==> src/rtl/io_pkg.sv <==
// Shared IO block definitions: requester count, console index width, FSM states.
package io_pkg;

  localparam int unsigned NREQ  = 4;
  localparam int unsigned IDX_W = 2;

  typedef logic [IDX_W-1:0] idx_t;

  typedef enum logic [1:0] {
    StIdle   = 2'd0,
    StAccess = 2'd1,
    StAck    = 2'd2
  } io_state_e;

endpackage

==> src/rtl/rr_pick4.sv <==
// Round-robin picker: first high req bit starting at (last_grant + 1) mod 4.
module rr_pick4
  import io_pkg::*;
(
  input  logic [NREQ-1:0] req,
  input  idx_t            last_grant,
  output logic            valid,
  output idx_t            idx
);

  idx_t cand;

  // Scan the four positions in rotating order; the first hit wins.
  always_comb begin
    valid = 1'b0;
    idx   = '0;
    cand  = '0;
    for (int i = 1; i <= 4; i++) begin
      cand = last_grant + idx_t'(i);
      if (!valid && req[cand]) begin
        valid = 1'b1;
        idx   = cand;
      end
    end
  end

endmodule

==> src/rtl/io_bus_arbiter.sv <==
// Arbitrates four console CPUs onto a single IO bus, one transaction at a time.
module io_bus_arbiter
  import io_pkg::*;
#(
  parameter int unsigned WAIT_STATES = 0,
  parameter int unsigned NREQ        = io_pkg::NREQ
) (
  input  logic               clk,
  input  logic               reset,
  input  logic [NREQ-1:0]    req,
  input  logic [NREQ*16-1:0] req_addr,
  input  logic [NREQ*8-1:0]  req_din,
  input  logic [NREQ-1:0]    req_we,
  output logic [NREQ-1:0]    ack,
  output logic [NREQ*8-1:0]  rdata,
  output logic [18:0]        io_address,
  output logic [7:0]         io_din,
  output logic               io_we,
  input  logic [7:0]         io_dout,
  output logic               busy
);

  io_state_e  state;
  idx_t       grant;
  idx_t       last_grant;
  logic       we_lat;
  logic [3:0] cnt;
  logic       pick_valid;
  idx_t       pick_idx;

  rr_pick4 u_pick (
    .req        (req),
    .last_grant (last_grant),
    .valid      (pick_valid),
    .idx        (pick_idx)
  );

  // Busy is a pure decode of the state register.
  assign busy = (state != StIdle);

  // Arbitration FSM with registered bus outputs, ack strobes and read data.
  always_ff @(posedge clk or negedge reset) begin
    if (!reset) begin
      state      <= StIdle;
      grant      <= '0;
      last_grant <= idx_t'(3);
      we_lat     <= 1'b0;
      cnt        <= '0;
      ack        <= '0;
      rdata      <= '0;
      io_address <= '0;
      io_din     <= '0;
      io_we      <= 1'b0;
    end else begin
      unique case (state)
        StIdle: begin
          ack <= '0;
          if (pick_valid) begin
            state      <= StAccess;
            grant      <= pick_idx;
            last_grant <= pick_idx;
            we_lat     <= req_we[pick_idx];
            cnt        <= 4'(WAIT_STATES);
            io_address <= {1'b0, pick_idx, req_addr[{pick_idx, 4'b0000} +: 16]};
            io_din     <= req_din[{pick_idx, 3'b000} +: 8];
            // With no wait states the first ACCESS cycle is also the last.
            io_we      <= (WAIT_STATES == 0) ? req_we[pick_idx] : 1'b0;
          end
        end
        StAccess: begin
          if (cnt == 4'd0) begin
            state       <= StAck;
            ack[grant]  <= 1'b1;
            io_address  <= '0;
            io_din      <= '0;
            io_we       <= 1'b0;
            if (!we_lat) begin
              rdata[{grant, 3'b000} +: 8] <= io_dout;
            end
          end else begin
            cnt   <= cnt - 4'd1;
            // Strobe only on the cycle that will be the final one.
            io_we <= (cnt == 4'd1) && we_lat;
          end
        end
        StAck: begin
          ack   <= '0;
          state <= StIdle;
        end
        default: begin
          state <= StIdle;
        end
      endcase
    end
  end

endmodule

==> config.mk <==
export PLATFORM = sky130hd
export DESIGN_NAME = io_bus_arbiter
export DESIGN_NICKNAME = d
export VERILOG_FILES = /design/src/rtl/io_pkg.sv /design/src/rtl/rr_pick4.sv /design/src/rtl/io_bus_arbiter.sv
export SDC_FILE = /design/constraint.sdc
export NUM_CORES = 1
export LEC_CHECK = 0
export ABC_AREA = 0
export BUFFER_PORTS_ARGS = -buffer_cell sky130_fd_sc_hd__buf_2
export CAP_MARGIN = 15
export CELL_PAD_IN_SITES_DETAIL_PLACEMENT = 1
export CELL_PAD_IN_SITES_GLOBAL_PLACEMENT = 2
export CORE_MARGIN = 1
export CORE_UTILIZATION = 31
export DETAILED_ROUTE_END_ITERATION = 6
export GPL_TIMING_DRIVEN = 0
export PLACE_DENSITY_LB_ADDON = 0.1
export REMOVE_ABC_BUFFERS = 1
export SETUP_SLACK_MARGIN = 0.4
export SYNTH_ARGS = -nofsm -noshare
export SYNTH_HDL_FRONTEND = slang
export SYNTH_HIERARCHICAL = 1
export SYNTH_SLANG_ARGS = --single-unit
==> constraint.sdc <==
create_clock -name clk -period 4.5 [get_ports clk]
set_input_delay 0.45 -clock clk [delete_from_list [all_inputs] [get_ports clk]]
set_output_delay 0.45 -clock clk [all_outputs]
set_load 0.02 [all_outputs]
-- Word level (Yosys, flattened, before mapping)
Index checks and enable logic that the tools add are counted.
- bits in registers: 75
- output and inout bits: 65
- word-level logic and storage cells: 93
- add/subtract/negate cells: 5
- magnitude comparators: 7
- equal/unequal tests: 6
- shift-type cells: 4
- mux-type cells: 38
- bitwise logic cells: 2
- reduce and logical (&&, ||, !) cells: 21
- operators with widths (operator ; count):
    $shiftx A64 B7 Y16 ; 1
    $mux W19 ; 2
    $pmux W19 S2 ; 1
    $bwmux W32 ; 1
    $shift A8 B7 Y32 const A ; 1
    $shiftx A32 B6 Y8 ; 1
    $shiftx A8 B7 Y32 ; 1
    $lt A2 B3 Y1 const B ; 6
    $mux W8 ; 2
    $pmux W4 S2 ; 2
    $pmux W8 S2 ; 1
    $mux W1 ; 12
    $mux W2 ; 6
    $mux W4 ; 3
    $bmux W1 S2 ; 5
    $reduce_and A3 Y1 ; 3
    $reduce_and A2 Y1 ; 4
    $neg A5 Y7 ; 1
    $ne A2 B2 Y1 const B ; 3
    $reduce_bool A2 Y1 ; 3
    $logic_and A1 B1 Y1 ; 5
    $add A2 B2 Y2 const B ; 2
    $eq A4 B1 Y1 const B ; 1
    $logic_not A4 Y1 ; 1
    13 further kinds ; 15

-- Logic depth before layout (Yosys ltp)
Gate-level depths: netlist of the first run.
- depth in word-level cells: 17
- mapped depth: 8
- depth with buffers taken out: 6

-- Modules after synthesis
Netlist of the first run, hierarchy kept.
- by module, submodules not included (module ; times used ; cells an instance ; area each (sq um)):
    io_bus_arbiter ; 1 ; 313 ; 3917.5
    rr_pick4 ; 1 ; 14 ; 91.3

-- Worst setup path after synthesis of the first run
OpenSTA, ideal clock, no wires.
- path type: register -> register
- from: register last_grant[1]
- to: register io_address[0]
- library setup time: 0.121 ns
- data arrival time: 1.945 ns
- data required time: 4.379 ns
- setup slack: 2.434 ns
- stages on the path, launching flop included: 8
- buffers on the path: 2
- cell sequence: dfstp_2 nand2b_1 a21oi_2 o221ai_2 buf_4 buf_6 mux4_2 a22o_1
- cells in the longest elaborated chain, start to end: 16
- elaborated cells on any way between the ends: 30
- those cells by class: add/sub: 3; eq/ne: 1; shift: 1; mux: 18; reduce/logical: 7
- ends and longest elaborated chain (element ; line ; RTL):
    start: declaration ; io_bus_arbiter.sv:25 ; idx_t last_grant;
    start signal: assignment ; io_bus_arbiter.sv:46 ; last_grant <= idx_t'(3);
    start signal: assignment ; io_bus_arbiter.sv:61 ; last_grant <= pick_idx;
    $add A2 B1 Y2 ; rr_pick4.sv:19 ; cand = last_grant + idx_t'(i);
    $bmux W1 S2 ; rr_pick4.sv:20 ; if (!valid && req[cand]) begin
    $mux W1 (implied by the code) ; rr_pick4.sv:20 ;
    $mux W1 ; rr_pick4.sv:20 ;
    $logic_not A1 Y1 ; rr_pick4.sv:20 ;
    $logic_and A1 B1 Y1 ; rr_pick4.sv:20 ;
    $mux W1 ; rr_pick4.sv:20 ;
    $logic_not A1 Y1 ; rr_pick4.sv:20 ;
    $logic_and A1 B1 Y1 ; rr_pick4.sv:20 ;
    $mux W1 ; rr_pick4.sv:20 ;
    $logic_not A1 Y1 ; rr_pick4.sv:20 ;
    $logic_and A1 B1 Y1 ; rr_pick4.sv:20 ;
    $mux W2 * ; rr_pick4.sv:20 ;
    named net pick_idx[0] ; io_bus_arbiter.sv:29 ; idx_t pick_idx;
    $shiftx A64 B7 Y16 * ; io_bus_arbiter.sv:64 ; io_address <= {1'b0, pick_idx, req_addr[{pick_idx, 4'b0000} +: 16]};
    $mux W19 * ; io_bus_arbiter.sv:58 ; if (pick_valid) begin
    $pmux W19 S2 * ; io_bus_arbiter.sv:55 ; unique case (state)
    end signal: assignment ; io_bus_arbiter.sv:64 ;
    end: declaration ; io_bus_arbiter.sv:16 ; output logic [18:0] io_address,
The timed path passes the listed nets; every way through them passes the cells marked *. The select of a mux whose other input is x is not followed.
A chain may end at the register's enable or synchronous reset.

-- Worst setup path in the final report of the first run
- from: register last_grant[1]
- to: register io_din[7]
- cells in the longest elaborated chain, start to end: 16
- elaborated cells on any way between the ends: 30
- those cells by class: add/sub: 3; eq/ne: 1; shift: 1; mux: 18; reduce/logical: 7
- ends and longest elaborated chain (element ; line ; RTL):
    $add A2 B1 Y2 ; rr_pick4.sv:19 ;
    $bmux W1 S2 ; rr_pick4.sv:20 ;
    $mux W1 (implied by the code) ; rr_pick4.sv:20 ;
    $mux W1 ; rr_pick4.sv:20 ;
    $logic_not A1 Y1 ; rr_pick4.sv:20 ;
    $logic_and A1 B1 Y1 ; rr_pick4.sv:20 ;
    $mux W1 ; rr_pick4.sv:20 ;
    $logic_not A1 Y1 ; rr_pick4.sv:20 ;
    $logic_and A1 B1 Y1 ; rr_pick4.sv:20 ;
    $mux W1 ; rr_pick4.sv:20 ;
    $logic_not A1 Y1 ; rr_pick4.sv:20 ;
    $logic_and A1 B1 Y1 ; rr_pick4.sv:20 ;
    $mux W2 * ; rr_pick4.sv:20 ;
    named net pick_idx[0] ; io_bus_arbiter.sv:29 ;
    $shiftx A32 B6 Y8 * ; io_bus_arbiter.sv:65 ; io_din <= req_din[{pick_idx, 3'b000} +: 8];
    $mux W8 * ; io_bus_arbiter.sv:58 ;
    $pmux W8 S2 * ; io_bus_arbiter.sv:55 ;
    end signal: assignment ; io_bus_arbiter.sv:65 ;
    end: declaration ; io_bus_arbiter.sv:17 ; output logic [7:0] io_din,
Marked as above.

==> flow_metrics.py, run 1 <==
metrics = {
    "placed_design": {
        "dp_hpwl_mm": 8.49,
        "portBuffers": 177,
        "globalplace.congestion": 0.723,
        "placed_area_um2": 5100,
        "place_ws_ns": 1.96,
    },
    "timing": {
        "fin_crit_sh": 0.546,
        "whs_ns": 0.0442,
        "grt_setup_unrepaired": "false",
        "worst_slack_ns": 2.04,
        "slew_headroom": 0.338,
        "fin_setup_tns_ns": 0,
        "hold_viol_final": 0,
        "period_needed_ns": 2.46,
        "setup_violations": 0,
        "finalMaxSlewViolations": 0,
        "fmax_ghz": 0.407,
        "fin_worst_skew_ns": 0.00644,
        "tightest_slew_ns": 0.979,
    },
    "layout": {
        "drive_above_1_share": 0.486,
        "fill_cells": 1455,
        "fin_util": 0.431,
        "fin_area_um2": 5440,
        "nets": 623,
        "regArea_um2": 1850,
        "multiInputGateArea_um2": 1930,
        "n_antenna_cell": 0,
        "syn2layout_area_growth_pct": 35.7,
    },
    "grt": {
        "grt_pass1_vias": 3366,
        "grt_max_degree": 48,
        "grt_pass1_wl_mm": 17.7,
        "grt_usage": 0.176,
        "antenna_found_initial": 0,
        "overflow": 0,
    },
    "routing": {
        "drtIter0Drc": 66,
        "dr.max_layer_used": "met4",
        "wirelength_mm": 11.0,
        "met1_length_mm": 4.63,
        "drc_errors": 0,
        "wl_met3_um": 847,
        "vias_per_cell": 4.76,
        "firstDrtPassIters": 6,
        "wl_met2_mm": 5.33,
        "avgRoutedWirePerCell_um": 16.2,
        "vias": 3219,
        "ant_nets": 0,
    },
    "clocking": {
        "cts_setup_buffers": 0,
        "clk_pin_slew_worst_paths_ns": 0.06,
        "numCtsBuffers": 9,
        "htree_levels": 3,
        "clk_path_buf_depth": 2,
        "cts_sinks": 74,
        "insertion_delay_ns": 0.33,
        "postCtsHoldBufs": 0,
        "cts_resized": 0,
        "cts_tree": "yes",
        "clockRootBuffer": "clkbuf_16",
    },
    "worst_hold_path": {
        "worst_hold_path_type": "input port to async pin",
    },
    "yosys": {
        "yosys_warnings": 6,
        "synth_cell_types": 46,
        "syn_avg_cell_area_um2": 12.3,
        "synthesis.area_um2": 4010,
        "ys_ff_latch": 74,
        "syn_inst": 327,
        "ys_seq_area_frac": 0.463,
    },
    "power": {
        "combPwrFrac": 0.487,
        "clockPowerShare": 0.207,
        "seq_power_share": 0.306,
        "p_sw_frac": 0.402,
        "vdd_drop_max_v": 0.000218,
        "p_sw_mw": 1.56,
        "power.leakage_nw": 2.73,
        "internal_power_mw": 2.31,
        "power_density_nw_per_um2": 712,
    },
    "outcome": {
        "outcome": "completed",
    },
    "worst_setup_path": {
        "start_kind": "flip-flop",
        "cpMaxStageDelayCell": "dfstp_2",
        "path_cells": "nand2b_1 > a21oi_2 > o221ai_4 > buf_16 > mux4_2 > a22o_1",
        "crit_path_end_kind": "flip-flop",
        "crit_required_ns": 4.72,
        "cp.arrival_ns": 2.67,
        "cp.buffers_inverters": 1,
        "critPathKind": "flip-flop to flip-flop",
        "critical-path-max-stage-delay_ns": 0.59,
        "r2r_setup_slack_ns": 2.04,
        "crit_family": "compound AO/OA/AOI/OAI gates",
        "cp_max_fo": 16,
    },
    "floorplan": {
        "rows": 41,
        "ios": 179,
        "die_area_um2": 13400,
        "die_w_um": 116,
        "core_area_um2": 12600,
        "start_util": 0.318,
        "die_h_um": 116,
    },
    "run": {
        "cap_viol_max_count": 0,
    },
}
## power groups by stage
stage	logic (mW)	registers, mW	clock network (mW)
2_1_floorplan	0.997	1.44	0
3_3_place_gp	1.84	1.18	0
3_5_place_dp	1.93	1.19	0
4_1_cts	1.93	1.19	0.824
5_1_grt	2.09	1.23	0.848
6_report	1.88	1.19	0.801
## layout make-up
type	count	area share
clock buffer	12	0.0490
sequential	74	0.341
multi-input combinational	199	0.355
tap	172	0.0396
clock inverter	4	0.0133
inverter	33	0.0228
timing repair buffer	182	0.179
## worst reg2reg max path, stage by stage, from the launching register on
cell and delay, ns:
dfstp_2 0.59, nand2b_1 0.15, a21oi_2 0.08, o221ai_4 0.56, buf_16 0.25, mux4_2 0.53
a22o_1 0.19
## per-stage QoR
stage / power, mW / cells
after floorplan: 2.44 / 306
after global placement: 3.02 / 655
after detailed placement: 3.13 / 660
after CTS: 3.94 / 676
after global routing: 4.16 / 676
final: 3.87 / 676
## per-layer routing
layer	global-route usage	vias to the layer above
met2	0.293	118
met3	0.0513	11
met4	0.0641	0
met1	0.218	1580
li1	-	1510
met5	0	-
## flip-flops by register name (all words and copies together) (netlist names)
signal,cells
rdata,32
grant,2
ack,4
io_din,8
we_lat,1
io_we,1
io_address,18
state,2
cnt,4
last_grant,2
## synth_stat cells, drive strengths merged
library cell | instances | area share
dfstp | 2 | 0.013
and2 | 1 | 0.0016
nor4b | 2 | 0.0059
and3 | 8 | 0.012
nor4bb | 1 | 0.0025
a21oi | 3 | 0.0047
nand2 | 39 | 0.037
buf | 13 | 0.023
or3b | 1 | 0.0022
inv | 33 | 0.031
o221ai | 1 | 0.0037
o21bai | 1 | 0.0019
or2 | 1 | 0.0016
and2b | 1 | 0.0019
nor2b | 7 | 0.011
a22o | 26 | 0.057
a31oi | 5 | 0.0078
o311ai | 1 | 0.0022
nor3b | 3 | 0.011
or3 | 1 | 0.0016
nor3 | 1 | 0.0012
and4bb | 2 | 0.0062
mux2 | 6 | 0.017
nand2b | 4 | 0.0062
nand3 | 8 | 0.016
ha | 10 | 0.031
mux4 | 25 | 0.14
o41ai | 1 | 0.0022
o21ai | 3 | 0.0066
o211ai | 1 | 0.0019
dfrtp | 72 | 0.45
or4b | 2 | 0.0050
mux2i | 28 | 0.070
nor2 | 5 | 0.0047
clkbuf | 8 | 0.0087
conb | 1 | 0.00094
## logic make-up after synthesis
kind of cell             count (synthesis)  synth area share
flip-flops                              74             0.463
other                                    1          0.000935
AO/OA/AOI/OAI                           42            0.0877
multiplexers                            59             0.227
buffers and inverters                   54            0.0624
adder cells (fa/ha/maj)                 10            0.0312
AND/OR/NAND/NOR                         87             0.128
## path summary, 6_finish.rpt
check / from / depth (start not counted) / endpoint
min in group clk: io_dout[0] / 3 / rdata[24]
worst max register to register: last_grant[1] / 6 / io_din[7]
worst max-delay path: last_grant[1] / 6 / io_din[7]
worst min-delay path: reset / 1 / cnt[0]
worst min register to register: last_grant[0] / 2 / last_grant[0]
max in group asynchronous: reset / 2 / last_grant[0]
## cells in the final DEF (no fill, tap or decap), types with 3 or more instances in the layout
master and count:
nand2_1 39, mux2_2 4, inv_1 33, a22o_1 26
nand2b_1 4, mux4_2 25, nor2_1 5, clkbuf_8 3
buf_2 177, ha_1 10, clkbuf_16 9, nand3_1 6
mux2i_1 28, and3_1 8, nor2b_1 7, dfrtp_1 72
a31oi_1 5
No activity file was read; power rests on OpenSTA's default activity.
==> run 2, diff against run 1 <==
--- a/config.mk
+++ b/config.mk
@@ -5,13 +5,13 @@
 export SDC_FILE = /design/constraint.sdc
 export NUM_CORES = 1
 export LEC_CHECK = 0
-export ABC_AREA = 0
+export ABC_AREA = 1
 export BUFFER_PORTS_ARGS = -buffer_cell sky130_fd_sc_hd__buf_2
 export CAP_MARGIN = 15
 export CELL_PAD_IN_SITES_DETAIL_PLACEMENT = 1
 export CELL_PAD_IN_SITES_GLOBAL_PLACEMENT = 2
 export CORE_MARGIN = 1
-export CORE_UTILIZATION = 31
+export CORE_UTILIZATION = 26
 export DETAILED_ROUTE_END_ITERATION = 6
 export GPL_TIMING_DRIVEN = 0
 export PLACE_DENSITY_LB_ADDON = 0.1
==> constraint.sdc (replaced) <==
create_clock -name clk -period 2.5 [get_ports clk]
set_input_delay 0.25 -clock clk [delete_from_list [all_inputs] [get_ports clk]]
set_output_delay 0.25 -clock clk [all_outputs]
set_load 0.02 [all_outputs]
==> flow_metrics.py, run 2 <==
metrics = {
    "layout": {
        "largest_reg_flops": 32,
        "reg_top3": "rdata x32, io_address x18, io_din x8",
        "fin_util": 0.383,
        "final_cell_mix": "nand2_1 (202), buf_2 (176), nand3_1 (110)",
        "registers.top_by_ff_count": "rdata",
        "fin_area_um2": 6420,
        "nets": 935,
        "n_antenna_cell": 0,
        "syn2layout_area_growth_pct": 42.8,
        "final_common_cell": "nand2_1",
        "drive_above_1_share": 0.352,
    },
    "yosys": {
        "synth_cell_types": 31,
        "synthArstFlopShare": 1.00,
        "synthesis.area_um2": 4500,
        "syn_avg_cell_area_um2": 7.32,
        "synth_top_family_by_area": "simple AND/OR/NAND/NOR gates",
        "synthTopCellsByArea": "dfrtp_1 (40%), nand2_1 (17%), nand3_1 (13%)",
        "yosys_warnings": 6,
        "yosysMostFrequentCell": "nand2_1",
        "synth-adder-area-share": 0.0278,
        "ys.flop_type": "dfrtp_1",
        "yosys.area.top_type_share": 0.401,
        "ys_seq_area_frac": 0.412,
        "synth-compound-area-share": 0.0504,
        "yosys.area_share.simple": 0.412,
        "syn_inst": 614,
        "yosysTopAreaCell": "dfrtp_1",
        "synth_xor_area_frac": 0.00195,
        "synthTopCellsByCount": "nand2_1 (207), nand3_1 (115), dfrtp_1 (72)",
        "ys_ff_latch": 74,
        "muxShareOfSynthArea": 0,
        "synth_edf_count": 0,
    },
    "clocking": {
        "insertion_delay_ns": 0.34,
        "clk_path_buf_depth": 2,
        "clk_pin_slew_worst_paths_ns": 0.06,
        "cts_tree": "yes",
        "numCtsBuffers": 9,
        "cts_sinks": 74,
        "clockRootBuffer": "clkbuf_16",
        "htree_levels": 3,
    },
    "grt": {
        "antenna_found_initial": 1,
        "grt_usage": 0.203,
        "grt_pass1_vias": 5139,
        "grt_max_degree": 49,
        "overflow": 0,
        "grt_pass1_wl_mm": 27.8,
    },
    "routing": {
        "firstDrtPassIters": 4,
        "vias_per_cell": 4.61,
        "avgRoutedWirePerCell_um": 17.1,
        "drc_errors": 0,
        "vias": 4771,
        "ant_nets": 0,
        "drtIter0Drc": 180,
        "wirelength_mm": 17.8,
    },
    "worst_setup_path": {
        "cp_max_fo": 8,
        "start_kind": "flip-flop",
        "path_cells": "inv_6 > nand2_2 > nand2_2 > nand2_4 > nand2_4 > nor2_4 > nand4_1 > nand3_4 > buf_16 > buf_6 > nand2_1 > nand3_1 > nand3_2 > o21ai_2",
        "crit_family": "simple AND/OR/NAND/NOR gates",
        "cpMaxStageDelayCell": "dfstp_2",
        "cp.buffers_inverters": 3,
        "critical-path-max-stage-delay_ns": 0.63,
        "critPathKind": "flip-flop to flip-flop",
        "crit_required_ns": 2.76,
        "cp.arrival_ns": 2.56,
        "critPathLaunch": "last_grant[0]",
        "crit_path_end_kind": "flip-flop",
        "r2r_cells": 14,
        "r2r_start": "last_grant[0]",
        "crit_cells": 14,
    },
    "power": {
        "total_power_mw": 11.9,
        "power_density_nw_per_um2": 1860,
        "vdd_drop_max_v": 0.000704,
        "power.leakage_nw": 3.43,
    },
    "floorplan": {
        "die_w_um": 133,
        "die_h_um": 133,
        "rows": 47,
        "ios": 179,
        "start_util": 0.268,
        "core_area_um2": 16800,
        "die_area_um2": 17800,
    },
    "timing": {
        "fin_setup_tns_ns": 0,
        "tightest_slew_ns": 0.772,
        "fin_worst_skew_ns": 0.00456,
        "grt_setup_unrepaired": "true",
        "setup_violations": 0,
        "finalMaxSlewViolations": 0,
        "slew_headroom": 0.485,
        "period_needed_ns": 2.31,
        "fin_crit_sh": 0.922,
        "fmax_ghz": 0.434,
        "hold_viol_final": 0,
    },
    "run": {
        "cap_viol_max_count": 0,
    },
    "worst_hold_path": {
        "whs_path_depth": 5,
        "worst_hold_path_type": "input port to flip-flop",
        "hp-start": "req_addr[1]",
    },
    "placed_design": {
        "dp_hpwl_mm": 11.1,
        "globalplace.congestion": 0.774,
        "portBuffers": 177,
        "placed_area_um2": 5510,
    },
    "outcome": {
        "outcome": "completed",
    },
}
run 2: cell types whose count changed after synthesis, moves of 9 or more:
cell     before  now
o21ai_0       2   21
mux4_2       25    0
nand2_1      39  207
nor2_1        5   46
a22o_1       26    0
nand3_1       6  115
inv_1        33   48
nand2_2       0    9
o21ai_1       0   12
mux2i_1      28    0
run 2: final timing paths:
check,slack (ns),to
min,0.24,io_address[1]
max in group asynchronous,1.51,last_grant[0]
min in group asynchronous,0.38,ack[2]
max,0.19,io_din[5]
max reg2reg,0.19,io_din[5]
min reg2reg,0.48,rdata[11]
run 2: final cells by class:
type                       instances  area [um2]
clock buffer                      12         267
clock inverter                     4        72.6
fill                            2116       10300
inverter                          55         248
multi-input combinational        462        2420
sequential                        74        1850
tap                              220         275
timing repair buffer             205        1210
timing repair inverter             4        68.8
run 2: power by group:
| group | total, mW | internal [mW] | switching [mW] |
|---|---|---|---|
| clock network | 1.46 | 0.954 | 0.511 |
| registers | 2.17 | 1.80 | 0.371 |
| logic | 8.29 | 2.83 | 5.46 |
| total | 11.9 | 5.58 | 6.35 |
run 2: kinds of logic after synthesis:
family,count (synthesis)
other,1
DFF,74
and+or+nand+nor,400
AOI/OAI and AO/OA,42
adders and majority gates,10
xor gates and xnor gates,1
buffers and inverters,86
run 2: layer usage:
metal | GRT usage | share of wire
met1 | 0.257 | 0.44
met2 | 0.343 | 0.48
met3 | 0.0521 | 0.070
met4 | 0.0549 | 0.013
met5 | 0 | 0.00096
run 2: repair_timing:
action                     in CTS  in global routing
pin swaps                       5                  8
hold buffers                    1                  0
hold endpoints to repair       26                  0
setup endpoints to repair      39                 63
setup buffers                  12                 11
gates cloned                    8                  6
resized for setup              36                 30
run 2: worst reg2reg max path, stage by stage (launching register included):
cell and delay [ns]:
dfstp_2 0.63, inv_6 0.08, nand2_2 0.06, nand2_2 0.08, nand2_4 0.09, nand2_4 0.07, nor2_4 0.14, nand4_1 0.19
nand3_4 0.18, buf_16 0.22, buf_6 0.17, nand2_1 0.05, nand3_1 0.10, nand3_2 0.10, o21ai_2 0.07
run 2: per-stage QoR:
step           hold WS, ns  worst slack, ns  std cells
2_1_floorplan      -0.0456           -0.808        583
3_3_place_gp         0.461            -2.34        980
3_5_place_dp         0.198            -1.06        982
4_1_cts              0.233            0.272       1019
5_1_grt              0.282           0.0625       1036
6_report             0.240            0.195       1036
